<file path="config.mk">
export PLATFORM = sky130hd
export DESIGN_NAME = monopulse_comparator_flat
export DESIGN_NICKNAME = d
export VERILOG_FILES = /design/src/rtl/monopulse_comparator_if.sv /design/src/rtl/monopulse_comparator.sv /design/src/flat_wrapper.sv
export SDC_FILE = /design/constraint.sdc
export NUM_CORES = 1
export LEC_CHECK = 0
export BUFFER_PORTS_ARGS = -buffer_cell sky130_fd_sc_hd__buf_2
export CORE_ASPECT_RATIO = 0.75
export CORE_MARGIN = 4
export CORE_UTILIZATION = 30
export CTS_BUF_LIST = sky130_fd_sc_hd__clkbuf_4
export DETAILED_ROUTE_END_ITERATION = 6
export PLACE_DENSITY_LB_ADDON = 0.1
export SYNTH_ARGS = -nofsm -noshare
export SYNTH_HDL_FRONTEND = slang
export SYNTH_SLANG_ARGS = --single-unit
</file>
<file path="constraint.sdc">
create_clock -name i_clock -period 9.8 [get_ports i_clock]
set_input_delay 1.47 -clock i_clock [delete_from_list [all_inputs] [get_ports i_clock]]
set_output_delay 1.47 -clock i_clock [all_outputs]
set_load 0.05 [all_outputs]
</file>
<file path="src/rtl/monopulse_comparator_if.sv">
// Sample/result bundle for the monopulse sum/difference front end.
// Inputs carry paired A/B samples; outputs carry the averaged, saturated result.
interface monopulse_comparator_if #(
  parameter int DATA_SIZE = 64
);
  // Handshake: i_valid qualifies i_channel_a/i_channel_b in the same cycle, and there is
  // no back-pressure. o_valid is a one-cycle pulse marking a new o_reference/o_error/o_saturated.
  logic                 i_valid;
  logic [DATA_SIZE-1:0] i_channel_a;
  logic [DATA_SIZE-1:0] i_channel_b;
  logic                 i_clear;
  logic [DATA_SIZE-1:0] o_reference;
  logic [DATA_SIZE-1:0] o_error;
  logic                 o_valid;
  logic                 o_saturated;

  modport slave (
    input  i_valid, i_channel_a, i_channel_b, i_clear,
    output o_reference, o_error, o_valid, o_saturated
  );

  modport master (
    output i_valid, i_channel_a, i_channel_b, i_clear,
    input  o_reference, o_error, o_valid, o_saturated
  );
endinterface

</file>
<file path="src/rtl/monopulse_comparator.sv">
// Forms sum (A+B) and difference (A-B) streams, block-averages them over 2^AVG_LOG2
// accepted samples, and emits saturated results with a one-cycle valid pulse.
module monopulse_comparator #(
  parameter int DATA_SIZE = 64,
  parameter int AVG_LOG2  = 2
) (
  input  logic                 i_clock,
  input  logic                 i_reset,
  monopulse_comparator_if.slave bus
);
  localparam int SW = DATA_SIZE + 1;
  localparam int AW = SW + AVG_LOG2;
  localparam int CW = (AVG_LOG2 > 0) ? AVG_LOG2 : 1;
  localparam logic [CW-1:0] CNT_LAST = CW'((1 << AVG_LOG2) - 1);

  logic signed [SW-1:0]   sum_q, sum_d, diff_q, diff_d;
  logic                   s1_valid_q, s1_valid_d;
  logic signed [AW-1:0]   acc_sum_q, acc_sum_d, acc_diff_q, acc_diff_d;
  logic signed [AW-1:0]   tot_sum, tot_diff, res_sum, res_diff;
  logic [CW-1:0]          cnt_q, cnt_d;
  logic [DATA_SIZE-1:0]   ref_q, ref_d, err_q, err_d;
  logic [DATA_SIZE-1:0]   clip_sum, clip_diff;
  logic                   sat_sum, sat_diff;
  logic                   valid_q, valid_d, sat_q, sat_d;

  // Returns {clamped, value}: the value fits when all bits from the DATA_SIZE-1 sign
  // position upward agree; otherwise it goes to the rail matching its sign.
  function automatic logic [DATA_SIZE:0] clamp(input logic signed [AW-1:0] v);
    logic [AW-DATA_SIZE:0] top;
    top = v[AW-1:DATA_SIZE-1];
    if ((&top) || !(|top))
      return {1'b0, v[DATA_SIZE-1:0]};
    else if (v[AW-1])
      return {1'b1, 1'b1, {(DATA_SIZE-1){1'b0}}};
    else
      return {1'b1, 1'b0, {(DATA_SIZE-1){1'b1}}};
  endfunction

  always_comb begin
    sum_d      = sum_q;
    diff_d     = diff_q;
    s1_valid_d = bus.i_valid & ~bus.i_clear;
    acc_sum_d  = acc_sum_q;
    acc_diff_d = acc_diff_q;
    cnt_d      = cnt_q;
    ref_d      = ref_q;
    err_d      = err_q;
    sat_d      = sat_q;
    valid_d    = 1'b0;

    if (bus.i_valid) begin
      sum_d  = $signed({bus.i_channel_a[DATA_SIZE-1], bus.i_channel_a})
             + $signed({bus.i_channel_b[DATA_SIZE-1], bus.i_channel_b});
      diff_d = $signed({bus.i_channel_a[DATA_SIZE-1], bus.i_channel_a})
             - $signed({bus.i_channel_b[DATA_SIZE-1], bus.i_channel_b});
    end

    tot_sum  = acc_sum_q + AW'(sum_q);
    tot_diff = acc_diff_q + AW'(diff_q);
    res_sum  = tot_sum >>> AVG_LOG2;
    res_diff = tot_diff >>> AVG_LOG2;
    {sat_sum, clip_sum}   = clamp(res_sum);
    {sat_diff, clip_diff} = clamp(res_diff);

    if (bus.i_clear) begin
      acc_sum_d  = '0;
      acc_diff_d = '0;
      cnt_d      = '0;
    end else if (s1_valid_q) begin
      if (cnt_q == CNT_LAST) begin
        ref_d      = clip_sum;
        err_d      = clip_diff;
        sat_d      = sat_sum | sat_diff;
        valid_d    = 1'b1;
        acc_sum_d  = '0;
        acc_diff_d = '0;
        cnt_d      = '0;
      end else begin
        acc_sum_d  = tot_sum;
        acc_diff_d = tot_diff;
        cnt_d      = cnt_q + 1'b1;
      end
    end
  end

  always_ff @(posedge i_clock or negedge i_reset) begin
    if (!i_reset) begin
      sum_q      <= '0;
      diff_q     <= '0;
      s1_valid_q <= 1'b0;
      acc_sum_q  <= '0;
      acc_diff_q <= '0;
      cnt_q      <= '0;
      ref_q      <= '0;
      err_q      <= '0;
      sat_q      <= 1'b0;
      valid_q    <= 1'b0;
    end else begin
      sum_q      <= sum_d;
      diff_q     <= diff_d;
      s1_valid_q <= s1_valid_d;
      acc_sum_q  <= acc_sum_d;
      acc_diff_q <= acc_diff_d;
      cnt_q      <= cnt_d;
      ref_q      <= ref_d;
      err_q      <= err_d;
      sat_q      <= sat_d;
      valid_q    <= valid_d;
    end
  end

  assign bus.o_reference = ref_q;
  assign bus.o_error     = err_q;
  assign bus.o_valid     = valid_q;
  assign bus.o_saturated = sat_q;
endmodule

</file>
<file path="src/flat_wrapper.sv">
// flat-port wrapper written by rule: the top's interface ports become plain ports
module monopulse_comparator_flat 
#(
  parameter int DATA_SIZE = 64,
  parameter int AVG_LOG2  = 2
)
  (i_clock, i_reset, bus_i_valid, bus_i_channel_a, bus_i_channel_b, bus_i_clear, bus_o_reference, bus_o_error, bus_o_valid, bus_o_saturated);
  monopulse_comparator_if #(.DATA_SIZE(DATA_SIZE)) bus_i ();
  input  logic i_clock;
  input  logic i_reset;
  input wire logic [$bits(bus_i.i_valid)-1:0] bus_i_valid;
  input wire logic [$bits(bus_i.i_channel_a)-1:0] bus_i_channel_a;
  input wire logic [$bits(bus_i.i_channel_b)-1:0] bus_i_channel_b;
  input wire logic [$bits(bus_i.i_clear)-1:0] bus_i_clear;
  output wire logic [$bits(bus_i.o_reference)-1:0] bus_o_reference;
  output wire logic [$bits(bus_i.o_error)-1:0] bus_o_error;
  output wire logic [$bits(bus_i.o_valid)-1:0] bus_o_valid;
  output wire logic [$bits(bus_i.o_saturated)-1:0] bus_o_saturated;
  assign bus_i.i_valid = bus_i_valid;
  assign bus_i.i_channel_a = bus_i_channel_a;
  assign bus_i.i_channel_b = bus_i_channel_b;
  assign bus_i.i_clear = bus_i_clear;
  assign bus_o_reference = bus_i.o_reference;
  assign bus_o_error = bus_i.o_error;
  assign bus_o_valid = bus_i.o_valid;
  assign bus_o_saturated = bus_i.o_saturated;
  monopulse_comparator #(.DATA_SIZE(DATA_SIZE), .AVG_LOG2(AVG_LOG2)) u_core (.i_clock(i_clock), .i_reset(i_reset), .bus(bus_i));
endmodule
</file>
==> results of run 1 <==
[cells by family after synthesis]
kind of cell / count (synthesis) / synth area share [%]
AO/OA/AOI/OAI: 1394 / 28.7
buffers and inverters: 394 / 5.15
flip-flops: 396 / 32.1
AND/OR/NAND/NOR: 943 / 13.7
XOR/XNOR: 250 / 7.24
adder cells (fa/ha/maj): 272 / 11.1
multiplexers: 58 / 2.11
[state kept, by name, summed over array words and instances, names as in the netlist]
signal,cells
u_core.bus.o_valid,1
u_core.acc_diff_q,67
u_core.bus.o_saturated,1
u_core.acc_sum_q,67
u_core.s1_valid_q,1
u_core.sum_q,64
u_core.diff_q,65
u_core.bus.o_error,64
u_core.bus.o_reference,64
u_core.cnt_q,2
[per-stage QoR]
step                      power, mW  util (%)  std cells
final                          6.97      34.0       5331
after global routing           7.55      34.0       5317
after CTS                      7.09      34.0       5310
after detailed placement       5.42      32.6       5099
after global placement         5.44      32.6       5099
after floorplan                4.48         -       3707
[worst paths after layout]
check,start,end,slack [ps],cells after the start
min in group asynchronous,i_reset,u_core.bus.o_reference[52]$_DFFE_PN0P_,490,1
setup reg to reg,u_core.diff_q[0]$_DFFE_PN0P_,u_core.bus.o_reference[62]$_DFFE_PN0P_,4450,14
hold reg to reg,u_core.bus.o_error[51]$_DFFE_PN0P_,u_core.bus.o_error[51]$_DFFE_PN0P_,470,2
max in group asynchronous,i_reset,u_core.bus.o_error[1]$_DFFE_PN0P_,7340,3
setup / recovery,u_core.diff_q[0]$_DFFE_PN0P_,u_core.bus.o_reference[62]$_DFFE_PN0P_,4450,14
hold / removal,u_core.bus.o_error[51]$_DFFE_PN0P_,u_core.bus.o_error[51]$_DFFE_PN0P_,470,2
[Yosys cell counts (all sizes together) (12+ instances only)]
cell and count:
o21ai 316, o21bai 65, a21o 115, xor2 71
ha 261, a21boi 13, nand3 51, nor4 23
and3 17, and2 15, o31ai 82, nand2b 28
a21oi 480, nand4 55, mux2 56, nor2b 24
clkbuf 178, dfrtp 396, a22o 124, o21a 25
o211ai 26, o2111ai 12, buf 51, a211oi 24
nor3 47, nand2 336, a31oi 24, xnor2 179
nor2 305, inv 159
[power by group]
part	switching [mW]	internal, mW
Sequential	0.174	1.87
Combinational	2.20	1.14
Clock	0.788	0.798
[cell usage in the layout (no fill, tap or decap), types with 22 or more instances in the layout]
cell type	count
a31oi_1	23
nor3_1	47
clkinv_1	39
clkbuf_4	172
nand4_1	55
o21ai_1	89
nor4_1	22
o211ai_1	26
nand2_1	336
inv_1	157
nand2b_1	28
nor2b_1	24
nand3_1	51
a22o_1	124
a211oi_1	23
dfrtp_1	396
mux2_2	56
xnor2_1	177
buf_2	259
o21a_1	25
ha_1	261
o31ai_1	79
o21bai_1	65
xor2_1	69
nor2_1	304
a21o_1	115
a21oi_1	478
o21ai_0	224
[final cells by class]
cell class,count,area (µm²)
Antenna cell,21,52.6
Clock buffer,172,1290
Clock inverter,39,153
Fill cell,10900,67100
Inverter,165,619
Multi-Input combinational cell,2917,19400
Sequential cell,396,9910
Tap cell,1339,1680
Timing Repair Buffer,282,1490
[worst max-delay path, stage by stage, from the launching register on]
cell and delay [ps]:
dfrtp_1 400, ha_1 240, fa_1 440, a211oi_2 280, o21ai_1 130, a21oi_2 260, o2111ai_1 300, a311oi_2 590
nor2_1 120, a211o_1 420, a221o_1 460, xnor2_4 570, buf_4 570, o21ai_1 260, o21ai_1 190
[routing by layer]
metal / global-route usage, % / wire, µm
met1: 30.9 / 56800
met2: 29.2 / 45600
met3: 4.84 / 8170
met4: 3.21 / 1310
met5: 0 / 95
==> qor.yml, run 1 <==
timing.final.crit_share_pct: 54.5
fin_skew_ps: 50.9
drc: 0
cp-start-kind: "register"
htree_num_levels: 3
clk_pin_slew_ps: 60
ys_warn_count: 0
numClockSinks: 396
synthCells: 3707
grt-ovfl-total: 0
antenna_found_initial: 30
slew_headroom_pct: 29.8
drt_iter0_markers: 1990
synth_seq_cells: 396
synth_nets: 4104
cts_max_path_buffers: 3
synth.top_cell.area_share_pct: 32.1
synth_edf_count: 0
fin_crit_ps: 5350
dieArea_um2: 108000
hold_slack_ps: 467
vias: 28100
cts-resized-gates: 0
setup_viol: 0
gp_congestion: 0.943
crit_fanout: 47
synthTopCellsByArea: "dfrtp_1 (32%), ha_1 (11%), a21oi_1 (7.7%), xnor2_1 (5.0%), nand2_1 (4.1%)"
tritoncts: "done"
rsz0062_at_grt: "no"
nets: 4274
dieHeight_um: 286
ant_nets: 0
design_area_um2: 34600
outcome: "finished, final reports clean"
worstSkewPairLatency_ps: 990
yosys_most_used_dff: "dfrtp_1"
drt_wl_total_um: 112000
drive_gt1_share_pct: 14.2
grt_max_degree: 187
detail_route.wl_per_cell_um: 21.0
fin_ws_ps: 4450
synth_cell_types: 88
critPathCaptureType: "register"
leakage_nw: 16.3
finalHoldViolations: 0
power_density_nw_per_um2: 201
fin_setup_tns_ps: 0
cts_buffers: 115
ir_drop_mv: 0.0759
syn_area_um2: 30900
synth-seq-area-share_pct: 32.1
cts_setup_buffers: 0
synthArstFlopShare_pct: 100
worst_pin_slew_ps: 1040
grt_pass1_wl_um: 171000
cts_hold_buf: 0
place_area_um2: 33100
fp.dieW_um: 378
max_freq_mhz: 187
io_pins: 262
drt_first_pass_iters: 5
hp-class: "register to register"
pre_cts_slack_ps: 4060
dp_hpwl_um: 86600
maxCapViolCount: 0
crit_type: "register to register"
fp.coreArea_um2: 102000
cp.required_ps: 10670
grtUsageTotal_pct: 20.3
yosys.area.top_type: "dfrtp_1"
cp_data_arrival_time_ps: 6220
rows: 101
grt_pass1_vias: 27500
root_buffer: "clkbuf_4"
viasPerCell: 5.27
avgSynthCellArea_um2: 8.33
slew_viol_final: 0
areaGrowthSynthToFinish_pct: 12.1
start_util_pct: 30.4
numPortBuffers: 261
Power figures use the tool's default switching activity.
==> run 2, diff against run 1 <==
- clock period: 9.8 -> 4.9 ns (I/O delays scaled with it)
==> qor.yml, run 2 (synthesis gave the netlist of run 1 again) <==
layout_commonest_cell: "a21oi_1"
grt_pass1_vias: 28000  # +1.8%
power_frac_comb_pct: 48.7  # +0.8 points
switching_share_pct: 44.7  # -0.63 points
start_util_pct: 30.4  # unchanged
ff2ff_path_depth: 15  # +1
timing.rr.end: "u_core.bus.o_reference[62]$_DFFE_PN0P_"
clockPowerShare_pct: 22.5  # -0.3 points
rsz0062_at_grt: "no"
detail_route.wl_per_cell_um: 20.5  # -2.6%
slew_viol_final: 0  # unchanged
drive_gt1_share_pct: 15.9  # +1.6 points
maxCapViolCount: 0  # unchanged
tritoncts: "done"
reg2reg_from: "u_core.sum_q[9]$_DFFE_PN0P_"
grt_max_degree: 186  # -0.53%
grtUsageTotal_pct: 20.2  # -0.10 points
htree_num_levels: 3  # unchanged
viasPerCell: 5.20  # -1.2%
clk_pin_slew_ps: 60  # about the same
dp_hpwl_um: 85400  # -1.3%
grt_pass1_wl_um: 171000  # -0.37%
postLayoutCoreUtil_pct: 34.8  # +0.74 points
drt_first_pass_iters: 5  # unchanged
instances_no_fill: 5415  # +1.6%
seqPwrFrac_pct: 28.7  # -0.6 points
ir_drop_mv: 0.169  # +120%
p_sw_mw: 6.36  # +100%
crit_end: "u_core.bus.o_reference[62]$_DFFE_PN0P_"
reg.largest.list: "u_core.acc_diff_q (67), u_core.acc_sum_q (67), u_core.diff_q (65)"
total_power_mw: 14.2  # +100%
worstSkewPairLatency_ps: 970  # -20 ps
rows: 101  # unchanged
p_int_mw: 7.85  # +110%
dieArea_um2: 108000  # unchanged
cts_max_path_buffers: 3  # unchanged
finalHoldViolations: 0  # unchanged
gp_congestion: 0.922  # -2.2%
fp.dieW_um: 378  # unchanged
fin_skew_ps: 60.4  # +9.55 ps
fp.coreArea_um2: 102000  # unchanged
startpoint: "u_core.sum_q[9]$_DFFE_PN0P_"
setup_viol: 0  # unchanged
numClockSinks: 396  # unchanged
root_buffer: "clkbuf_4"
leakage_nw: 16.7  # +2.5%
crit_type: "register to register"
place_inst: 5170  # +1.4%
nets: 4347  # +1.7%
dieHeight_um: 286  # unchanged
drt_iter0_markers: 1937  # -2.7%
multi_input_comb_area_um2: 19400  # about the same
areaGrowthSynthToFinish_pct: 14.5
max_freq_mhz: 219  # +17%
outcome: "finished, final reports clean"
numPortBuffers: 261  # unchanged
most-common-layout-cells: "a21oi_1 (477), dfrtp_1 (396), nand2_1 (336)"
timing.final.crit_share_pct: 93.1  # +39 points
cts_buffers: 115  # unchanged
antenna_found_initial: 47  # +57%
num-fill-cells: 10800  # -0.71%
grt-ovfl-total: 0  # unchanged
drc: 0  # unchanged
power_density_nw_per_um2: 402  # +100%
drt_wl_total_um: 111000  # -1.0%
slew_headroom_pct: 31.7  # +1.9 points
hp-class: "primary input to register"
seq_area_um2: 9910  # unchanged
cp_data_arrival_time_ps: 5440  # -780 ps
cp-start-kind: "register"
critPathCaptureType: "register"
crit_fanout: 9  # -81%
vias: 28200  # +0.39%
cp.required_ps: 5780  # -4890 ps
fin_crit_ps: 4560  # -781 ps
worst_pin_slew_ps: 1010  # -27.3 ps
ant_nets: 0  # unchanged
reg2reg_slack_ps: 340  # -4120 ps
io_pins: 262  # unchanged
run 2: cell type report:
type / count / area share (%)
Timing Repair Buffer: 355 / 6.17
Tap cell: 1339 / 4.74
Inverter: 165 / 1.75
Sequential cell: 396 / 28.0
Clock inverter: 42 / 0.566
Antenna cell: 31 / 0.219
Clock buffer: 170 / 3.61
Multi-Input combinational cell: 2917 / 54.9
run 2: per-layer routing:
| metal | part of all wire [%] | GRT usage (%) |
|---|---|---|
| met1 | 50 | 29.5 |
| met2 | 41 | 29.1 |
| met3 | 8.5 | 6.93 |
| met4 | 1.1 | 2.92 |
| met5 | 0.16 | 0 |
run 2: worst min-delay path by stage:
stage	from	end	slack [ps]	cells after the start
3_5_place_dp	u_core.bus.o_error[28]$_DFFE_PN0P_	u_core.bus.o_error[28]$_DFFE_PN0P_	460	2
3_3_place_gp	u_core.bus.o_error[26]$_DFFE_PN0P_	u_core.bus.o_error[26]$_DFFE_PN0P_	460	2
2_1_floorplan	i_reset	u_core.acc_diff_q[0]$_DFFE_PN0P_	440	0
6_report	bus_i_channel_b[0]	u_core.diff_q[0]$_DFFE_PN0P_	120	3
5_1_grt	bus_i_channel_b[0]	u_core.diff_q[0]$_DFFE_PN0P_	40	3
4_1_cts	bus_i_channel_b[0]	u_core.diff_q[0]$_DFFE_PN0P_	20	3
run 2: stage by stage:
stage	instance area [µm²]	hold slack, ps	setup TNS [ps]	worst slack (ps)
after CTS	35300	20.5	0	211
after global routing	35300	37.6	0	44.9
after floorplan	30900	439	0	971
after detailed placement	33800	461	-16.1	-16.1
after global placement	33800	461	0	86.3
final	35400	122	0	336
run 2: power groups by stage:
stage	registers, mW	clock network [mW]	logic (mW)
5_1_grt	4.14	3.60	7.70
2_1_floorplan	4.22	0	4.73
3_3_place_gp	4.17	0	6.94
4_1_cts	4.10	3.40	6.96
3_5_place_dp	4.16	0	6.92
6_report	4.08	3.20	6.93
run 2: repair_timing:
action | in CTS | in global routing
setup buffers | 0 | 0
pin swaps | 0 | 0
setup endpoints to repair | 1 | 10
hold endpoints to repair | 58 | 0
hold buffers | 2 | 0
resized for setup | 1 | 1
run 2: worst max-delay path: stages, from the launching register on:
cell and delay, ps:
dfrtp_1 410, ha_1 450, nand4_1 230, nor4_1 420
nor3_1 110, buf_4 170, a21oi_1 240, o2111ai_1 340
o31a_1 460, o2111ai_1 310, o211ai_1 170, buf_4 180
o31ai_1 360, xor2_1 370, a21oi_1 100, o21ai_1 140
